[config.mk]
export PLATFORM = sky130hd
export DESIGN_NAME = mem_port_arbiter
export DESIGN_NICKNAME = d
export VERILOG_FILES = /design/src/rtl/mem_port_arbiter.sv
export SDC_FILE = /design/constraint.sdc
export NUM_CORES = 1
export LEC_CHECK = 0
export CAP_MARGIN = 10
export CORE_UTILIZATION = 40
export DETAILED_ROUTE_END_ITERATION = 16
export DONT_BUFFER_PORTS = 1
export GPL_ROUTABILITY_DRIVEN = 0
export GPL_TIMING_DRIVEN = 0
export PLACE_DENSITY = 0.65
export SYNTH_ARGS = -nofsm -noshare
export SYNTH_HDL_FRONTEND = slang
export SYNTH_SLANG_ARGS = --single-unit
[constraint.sdc]
create_clock -name clk -period 5.9 [get_ports clk]
set_input_delay 0.59 -clock clk [delete_from_list [all_inputs] [get_ports clk]]
set_output_delay 0.59 -clock clk [all_outputs]
set_load 0.02 [all_outputs]
[src/rtl/mem_port_arbiter.sv]
// Round-robin arbiter sharing one data-memory port between the CPU
// load/store path (port 0) and the program/debug loader (port 1).
// Ports:
//   clk, reset          rising-edge clock, async active-high reset
//   rN_req/we/addr/     request bundle per port, held until rN_done
//   rN_wdata/wmask
//   rN_done/err/rdata   completion pulse, timeout flag, load data
//   cpu_stall           port 0 busy, freezes the PC register
//   m_en/we/addr/       memory strobe and registered request
//   m_wdata/wmask
//   m_rdata/m_ack       memory read data and single-cycle completion
module mem_port_arbiter #(
   parameter int ADDR_W  = 32,
   parameter int DATA_W  = 32,
   parameter int TIMEOUT = 16
) (
   input  logic                clk,
   input  logic                reset,
   input  logic                r0_req,
   input  logic                r0_we,
   input  logic [ADDR_W-1:0]   r0_addr,
   input  logic [DATA_W-1:0]   r0_wdata,
   input  logic [DATA_W/8-1:0] r0_wmask,
   input  logic                r1_req,
   input  logic                r1_we,
   input  logic [ADDR_W-1:0]   r1_addr,
   input  logic [DATA_W-1:0]   r1_wdata,
   input  logic [DATA_W/8-1:0] r1_wmask,
   output logic                r0_done,
   output logic                r0_err,
   output logic [DATA_W-1:0]   r0_rdata,
   output logic                r1_done,
   output logic                r1_err,
   output logic [DATA_W-1:0]   r1_rdata,
   output logic                cpu_stall,
   output logic                m_en,
   output logic                m_we,
   output logic [ADDR_W-1:0]   m_addr,
   output logic [DATA_W-1:0]   m_wdata,
   output logic [DATA_W/8-1:0] m_wmask,
   input  logic [DATA_W-1:0]   m_rdata,
   input  logic                m_ack
);

   localparam logic [1:0] IDLE   = 2'd0;
   localparam logic [1:0] ACCESS = 2'd1;
   localparam logic [1:0] RESP   = 2'd2;

   localparam int CNT_W = $clog2(TIMEOUT);
   localparam logic [CNT_W-1:0] CNT_LAST = CNT_W'(TIMEOUT - 1);

   logic [1:0]       state;
   logic             owner;
   logic             last_grant;
   logic             err_q;
   logic [CNT_W-1:0] cnt;
   logic             pick;

   // Contention goes to the port that did not win last time;
   // a lone requester wins outright.
   assign pick = (r0_req & r1_req) ? ~last_grant : r1_req;

   // Decoded from registered state so reset clears them at once.
   assign m_en    = (state == ACCESS);
   assign r0_done = (state == RESP) & ~owner;
   assign r1_done = (state == RESP) & owner;
   assign r0_err  = r0_done & err_q;
   assign r1_err  = r1_done & err_q;

   // Low in the done cycle so the PC advances exactly once.
   assign cpu_stall = r0_req & ~r0_done;

   always_ff @(posedge clk or posedge reset) begin
      if (reset) begin
         state      <= IDLE;
         owner      <= 1'b0;
         last_grant <= 1'b1;
         err_q      <= 1'b0;
         cnt        <= '0;
         m_we       <= 1'b0;
         m_addr     <= '0;
         m_wdata    <= '0;
         m_wmask    <= '0;
         r0_rdata   <= '0;
         r1_rdata   <= '0;
      end else begin
         unique case (state)
            IDLE: begin
               if (r0_req | r1_req) begin
                  owner      <= pick;
                  last_grant <= pick;
                  m_we       <= pick ? r1_we    : r0_we;
                  m_addr     <= pick ? r1_addr  : r0_addr;
                  m_wdata    <= pick ? r1_wdata : r0_wdata;
                  m_wmask    <= pick ? r1_wmask : r0_wmask;
                  cnt        <= '0;
                  state      <= ACCESS;
               end
            end
            ACCESS: begin
               // Ack wins over timeout on the final cycle.
               if (m_ack) begin
                  err_q <= 1'b0;
                  if (!m_we) begin
                     if (owner) r1_rdata <= m_rdata;
                     else       r0_rdata <= m_rdata;
                  end
                  state <= RESP;
               end else if (cnt == CNT_LAST) begin
                  err_q <= 1'b1;
                  state <= RESP;
               end else begin
                  cnt <= cnt + CNT_W'(1);
               end
            end
            RESP: state <= IDLE;
            default: state <= IDLE;
         endcase
      end
   end

endmodule

==> results.sh <==
export IMPL_final_common_cell="mux2_4"
export IMPL_final_cell_mix="148 x mux2_4, 141 x dfrtp_1, 45 x mux2_2"
export IMPL_dp_hpwl_um=11300
export IMPL_synth_fp_nets=581
export IMPL_fmax_mhz=392
export IMPL_die_area_um2=17800
export IMPL_drive_gt1_frac=0.580
export IMPL_worstPathArrival_ps=1960
export IMPL_drt_iter0_markers=89
export IMPL_power_density_nw_per_um2=613
export IMPL_num_io_pins=314
export IMPL_final_antenna_net_count=0
export IMPL_cp_slowest_cell="nor3b_1"
export IMPL_grt_setup_unrepaired="false"
export IMPL_multiInputGateArea_um2=3090
export IMPL_path_depth=2
export IMPL_fin_setup_tns_ps=0
export IMPL_cts_setup_buffers=0
export IMPL_worstPathRequired_ps=5310
export IMPL_register_area_um2=3550
export IMPL_relSlewSlack=0.408
export IMPL_grt_pass1_wl_um=21900
export IMPL_dpl_cell_area_um2=7230
export IMPL_path_clk_slew_ps=60
export IMPL_ff2ff_path_depth=4
export IMPL_max_slew_worst_pin_slew_ps=887
export IMPL_ys_types=36
export IMPL_n_antenna_cell=0
export IMPL_dr_pass1_iters=4
export IMPL_maxCapViolations=0
export IMPL_crit_type="reg2out"
export IMPL_syn_to_final_growth_pct=12.9
export IMPL_cts_tree="built"
export IMPL_cp_end_kind="output pin"
export IMPL_startpoint="state[1]"
export IMPL_status="complete, no violations"
export IMPL_p_leak_nw=3.70
export IMPL_rr_startpoint="state[1]"
export IMPL_place_inst=626
export IMPL_final_cells=658
export IMPL_netlist_instances=405
export IMPL_core_um2=16800
export IMPL_antenna_found_initial=0
export IMPL_grt_use_total=0.165
export IMPL_grt_ovfl_total=0
export IMPL_insertion_delay_ps=410
export IMPL_maxSlewViolCount=0
export IMPL_crit_path_start_kind="flop"
export IMPL_crit_buf_inv=0
export IMPL_fin_crit_sh=0.432
export IMPL_pre_cts_slack_ps=3760
export IMPL_start_util=0.413
export IMPL_drt_total_wl_um=14700
export IMPL_path_max_fanout=6
export IMPL_cts_root_buf="clkbuf_16"
export IMPL_htree_levels=4
export IMPL_die_w_um=134
export IMPL_nets=601
export IMPL_yosys_warnings=0
export IMPL_power_mw=4.79
export IMPL_cts_buffers=17
export IMPL_synth_sequential_area_ratio=0.513
export IMPL_row_count=47
export IMPL_finalHoldViolations=0
export IMPL_remaining_drc_errors=0
export IMPL_fin_area_um2=7820
export IMPL_grt_start_max_net_pins=85
export IMPL_die_h_um=134
export IMPL_nFillCells=1440
export IMPL_postCtsHoldBufs=0
export IMPL_vias=3451
export IMPL_crit_chain="nor3b_1 -> and2_1"
export IMPL_ctsResizeCount=0
export IMPL_setup_violations=0
export IMPL_fin_ws_ps=3350
export IMPL_ir_worst_vdd_mv=0.265
export IMPL_hp_class="in2async"
export IMPL_clock_path_buffers=2
export IMPL_grt_pass1_vias=3769
export IMPL_min_period_ps=2550
export IMPL_post_drt_wl_per_cell_um=22.4
export IMPL_avgSynthCellArea_um2=17.1
export IMPL_finClkSkew_ps=6.58
export IMPL_yosys_register_bits=142
export IMPL_syn_area_um2=6930
export IMPL_place_port_buffers=0
export IMPL_clock_sinks=142
export IMPL_critPathTopFamily="simple AND/OR/NAND/NOR gates"
export IMPL_vias_per_cell=5.24
export IMPL_slowest_delay_ps=750
state kept, by name, summed over array words and instances, names as in the netlist:
name	count
cnt	4
m_addr	32
r0_rdata	32
m_we	1
last_grant	1
owner	1
m_wdata	32
m_wmask	4
state	2
r1_rdata	32
err_q	1
path summary, 6_finish.rpt:
kind | to | slack [ps]
min in group clk | last_grant | 250
hold / removal | m_addr[22] | 90
hold reg to reg | last_grant | 530
max in group asynchronous | last_grant | 4980
setup / recovery | r0_err | 3350
setup reg to reg | m_addr[15] | 4080
layout make-up:
class / instances / share of cell area
Buffer: 23 / 0.0349
Clock buffer: 18 / 0.0562
Clock inverter: 14 / 0.0189
Inverter: 3 / 0.00208
Multi-Input combinational cell: 237 / 0.395
Sequential cell: 142 / 0.454
Tap cell: 220 / 0.0352
Timing Repair Buffer: 1 / 0.00352
per-stage QoR:
stage	utilization	hold slack (ps)
3_3_place_gp	0.430	511
3_5_place_dp	0.432	523
6_report	0.467	86.4
2_1_floorplan	-	487
4_1_cts	0.467	101
5_1_grt	0.467	119
power by group:
part / switching (mW) / leakage [nW] / internal [mW] / total, mW
Clock: 0.449 / 0.280 / 0.608 / 1.06
Combinational: 0.438 / 1.73 / 0.877 / 1.31
Sequential: 0.964 / 1.70 / 1.46 / 2.42
Total: 1.85 / 3.70 / 2.94 / 4.79
synth_stat cells (all sizes together):
| library cell | count | area share |
|---|---|---|
| nor2 | 3 | 0.0027 |
| mux2 | 202 | 0.41 |
| nor3b | 2 | 0.0022 |
| buf | 23 | 0.039 |
| or2 | 1 | 0.00090 |
| nor3 | 1 | 0.00072 |
| nand2b | 1 | 0.00090 |
| and4 | 1 | 0.0013 |
| nand4 | 1 | 0.00090 |
| nand2 | 1 | 0.00054 |
| o21a | 1 | 0.0011 |
| o311a | 1 | 0.0014 |
| mux2i | 2 | 0.0029 |
| dfstp | 1 | 0.0038 |
| and3b | 1 | 0.0013 |
| dfrtp | 141 | 0.51 |
| and2 | 2 | 0.0018 |
| a21oi | 4 | 0.0029 |
| inv | 3 | 0.0016 |
| a41o | 1 | 0.0014 |
| o21ai | 3 | 0.0022 |
| o2bb2ai | 1 | 0.0013 |
| nor2b | 2 | 0.0018 |
| nand4b | 1 | 0.0022 |
| and3 | 1 | 0.00090 |
| a21bo | 1 | 0.0014 |
| and4bb | 1 | 0.0018 |
| ha | 1 | 0.0018 |
| a31oi | 1 | 0.00090 |
logic make-up (layout without fill, tap and decap cells):
| family | count (synthesis) | count (layout) | synth area share |
|---|---|---|---|
| compound gates | 13 | 13 | 0.0126 |
| fa+ha+maj | 1 | 1 | 0.00181 |
| flops | 142 | 142 | 0.513 |
| simple gates | 19 | 19 | 0.0199 |
| mux | 204 | 204 | 0.411 |
| buf+inv | 26 | 59 | 0.0410 |
per-layer routing:
metal / track usage / part of all wire
met5: 0 / 0
met4: 0.0663 / 0.013
met3: 0.0685 / 0.11
met2: 0.289 / 0.52
met1: 0.176 / 0.36
No activity file was read; power rests on OpenSTA's default activity.
==> variant 1, RTL diff (config.mk and constraints unchanged) <==
Register the outputs `r0_err` and `r1_err`, without a reset; this adds one clock of latency there. The other outputs are not delayed to match.
--- a/src/rtl/mem_port_arbiter.sv
+++ b/src/rtl/mem_port_arbiter.sv
@@ -64,8 +64,10 @@
    assign m_en    = (state == ACCESS);
    assign r0_done = (state == RESP) & ~owner;
    assign r1_done = (state == RESP) & owner;
-   assign r0_err  = r0_done & err_q;
-   assign r1_err  = r1_done & err_q;
+   always_ff @(posedge clk) begin
+      r0_err <= r0_done & err_q;
+      r1_err <= r1_done & err_q;
+   end
 
    // Low in the done cycle so the PC advances exactly once.
    assign cpu_stall = r0_req & ~r0_done;
Formal check against the unedited RTL: same outputs for any inputs over 4 cycles, from zero or initial values and one cycle with reset high; that may be too few to reach the edited logic, so the function may still have changed.
==> variant 1 against the unedited design <==
- sequential cell count increased by 2
- total power grew 0.17%
- critical endpoint is now cpu_stall
- largest cell class unchanged
- worst setup slack gained 46 ps
- area after synthesis up 0.58%
- first-iteration DRC count shrank 9.0%
- clock skew rose by 1.3 ps
- wire length down 1.0%
- final area grew 0.51%
==> variant 1: results (changes against the unedited design) <==
* Status: complete, no violations (unchanged)
* Metal1 wirelength at 5380 µm (was 5310 µm)
* Worst IR Drop VDD at 219 µV (was 265 µV)
* Sequential fraction of the synthesis area at 51.6% (was 51.3%)
* Share of cells above drive strength 1 at 57.7% (was 58.0%)
* Area growth from synthesis to layout at 12.8% (was 12.9%)
* DR pass1 iterations at 4 (unchanged)
* Synth Area in Adders at 0.180% (was 0.181%)
* Fraction of registers with async set/reset at 98.6% (was 100%)
* Total GRT Usage at 16.1% (was 16.5%)
* Final nets at 603 (was 601)
* Synth Cell Area at 6970 µm² (was 6930 µm²)
* Vias in the first global route at 3,793 (was 3,769)
* Met3 wire len at 1650 µm (was 1630 µm)
* DR WL/cell at 22.1 µm (was 22.4 µm)
* Buffering overhead at 3.82% (was 3.84%)
* Reg2reg start: state[0] (was state[1])
* Worst reg2reg endpoint: m_addr[12] (was m_addr[15])
* Diode count at 0 (unchanged)
* Critical path fanouts, max at 5 (was 6)
* Post-DP HPWL at 11,300 µm (about the same)
* Seq area share at 45.7% (was 45.4%)
* Synth cell types at 37 (was 36)
* Mux cell area share after synthesis at 40.9% (was 41.1%)
* Worst-case clock buffer depth at 2 (unchanged)
* Via Count at 3,445 (was 3,451)
* Hold WC Path Type: in -> async (unchanged)
* ClkCell Share at 7.46% (was 7.50%)
* M2 GR Usage at 28.0% (was 28.9%)
* Slew headroom at 34.9% (was 40.8%)
* Clk_skew at 7.86 ps (was 6.58 ps)
* Leakage at 3.71 nW (was 3.70 nW)
* Setup Slack @ Placement at 3750 ps (was 3760 ps)
* Largest net degree at the start of global routing at 88 (was 85)
* Top cells by area, synth: dfrtp_1, mux2_4, mux2_2 (unchanged)
* Initial DRC count at 81 (was 89)
* Met1 Usage GRT at 17.5% (was 17.6%)
* Num CTS Buffers at 17 (unchanged)
* Worst EP arrival at 1910 ps (was 1960 ps)
* First-pass GRT wire length at 21,700 µm (was 21,900 µm)
* Flops & latches, synth at 144 (was 142)
* Clk_lat worst skew at 410 ps (about the same)
* Post-placement cell area at 7270 µm² (was 7230 µm²)
* Post-synth top cells: mux2_4, dfrtp_1, mux2_2 (unchanged)
* Net Count, Synth at 583 (was 581)
* Met3 global-route usage at 6.73% (was 6.85%)
* Synth Area in Compound Gates at 1.26% (about the same)
* Fillers at 1,451 (was 1,440)
* Max incr delay on CP at 800 ps (was 750 ps)
* WL met2 at 7380 µm (was 7580 µm)
* R2R Setup Slk at 4080 ps (about the same)
* Hold slack at 83.5 ps (was 86.4 ps)
==> variant 1: power breakdown <==
part	switching (mW)	total [mW]	internal (mW)
Combinational	0.439	1.32	0.877
Sequential	0.967	2.44	1.47
Clock	0.441	1.05	0.606
Total	1.85	4.80	2.96
==> variant 1: stage by stage <==
step	util, %	cells
after detailed placement	43.3	628
after global placement	43.1	627
after CTS	46.7	660
after global routing	46.7	660
after floorplan	-	407
final	46.7	660
==> variant 1: worst max path at each step <==
stage               startpoint         end  slack [ps]  cells after the start
floorplan                reset      cnt[0]        1500                      1
global placement         reset  m_wmask[2]         250                      1
detailed placement    state[1]   cpu_stall        3750                      2
CTS                   state[0]   cpu_stall        3310                      2
global route          state[1]   cpu_stall        3240                      2
finish                   owner   cpu_stall        3400                      2
==> variant 1: worst reg2reg max path: stages (launching register included) <==
cell and delay (ps):
dfrtp_1 410, or2_2 370, nor2_4 340, buf_6 260, mux2_4 320
==> variant 2, RTL diff (same settings) <==
Made on the original files. Set the parameter `DATA_W` to 24 (it was 32).
--- a/src/rtl/mem_port_arbiter.sv
+++ b/src/rtl/mem_port_arbiter.sv
@@ -11,7 +11,7 @@
 //   m_rdata/m_ack       memory read data and single-cycle completion
 module mem_port_arbiter #(
    parameter int ADDR_W  = 32,
-   parameter int DATA_W  = 32,
+   parameter int DATA_W  = 24,
    parameter int TIMEOUT = 16
 ) (
    input  logic                clk,
Interface: changed (9 resized); port bits go from 314 to 263. No check against the original RTL was run, so the function may have changed too.
==> variant 2 against the unedited design <==
- maximum frequency is 6.5% lower
- final cell count down 16%
- final area is 14% lower
- utilization grew 1.2 points
- worst setup slack worse by 180 ps
- hold slack improved by 12 ps
- combinational power is 14% lower
- wire length is 19% lower
- sequential cell count shrank 25
- total power fell by 12%
- clock skew is 3.1 ps lower
- synthesized cell count fell by 16%
- area after synthesis down 16%
- critical path type unchanged
- highest routed layer unchanged
==> variant 2: results (changes against the unedited design) <==
* Fmax achieved at 367 MHz (was 392 MHz)
* M2 GR Usage at 27.1% (was 28.9%)
* Fillers at 1,218 (was 1,440)
* Worst IR Drop VDD at 221 µV (was 265 µV)
* WL met2 at 6080 µm (was 7580 µm)
* Largest net degree at the start of global routing at 61 (was 85)
* Status: complete, no violations (unchanged)
* Area of the multi-input gates at 2680 µm² (was 3090 µm²)
* Final nets at 512 (was 601)
* Synth Area in Adders at 0.214% (was 0.181%)
* Buffering overhead at 3.76% (was 3.84%)
* DR WL/cell at 21.5 µm (was 22.4 µm)
* Sequential fraction of the synthesis area at 50.2% (was 51.3%)
* Mux cell area share after synthesis at 41.4% (was 41.1%)
* Non-CTS buffers at 20 (was 24)
* Measured slew at the worst slew-check pin at 1110 ps (was 887 ps)
* Net Count, Synth at 492 (was 581)
* Metal1 wirelength at 4460 µm (was 5310 µm)
* Cells after DPL at 523 (was 626)
* Share of cells above drive strength 1 at 56.3% (was 58.0%)
* Met3 global-route usage at 6.69% (was 6.85%)
* Pwr/cell area at 626 nW/µm² (was 613 nW/µm²)
* Synth Area in Compound Gates at 1.31% (was 1.26%)
* Worst EP arrival at 2140 ps (was 1960 ps)
* Num sequential at 117 (was 142)
* Setup Slack @ Placement at 3550 ps (was 3760 ps)
* Initial DRC count at 126 (was 89)
* Vias in the first global route at 3,185 (was 3,769)
* Total GRT Usage at 15.6% (was 16.5%)
* Met1 Usage GRT at 16.8% (was 17.6%)
* Worst setup path start: owner (was state[1])
* R2R Setup Slk at 4040 ps (was 4080 ps)
* Layout Cell Area excl Fill at 6730 µm² (was 7820 µm²)
==> variant 2: cell count changes after synthesis, moves of 3 or more <==
| cell | change |
|---|---|
| mux2_1 | +5 |
| mux2_4 | -10 |
| buf_4 | +5 |
| buf_6 | -8 |
| buf_2 | -3 |
| dfrtp_1 | -25 |
| mux2_2 | -29 |
==> variant 2: worst max-delay path, cell delays in order, from the launching register on <==
cell and delay [ps]:
dfrtp_1 450, nor3b_1 920, and2_1 370
==> variant 2: worst min path at each step <==
stage | startpoint | endpoint | cells past startpoint
finish | reset | r1_rdata[23] | 1
global route | reset | m_wdata[18] | 1
CTS | reset | m_wdata[18] | 1
detailed placement | cnt[0] | cnt[0] | 1
global placement | cnt[0] | cnt[0] | 1
floorplan | cnt[0] | cnt[0] | 1
==> variant 2: kinds of logic (layout without fill, tap and decap cells) <==
group | count (synthesis) | count (layout)
DFF | 117 | 117
adders and majority gates | 1 | 1
muxes | 169 | 169
AOI/OAI and AO/OA | 12 | 12
buffers and inverters | 20 | 53
and+or+nand+nor | 23 | 23
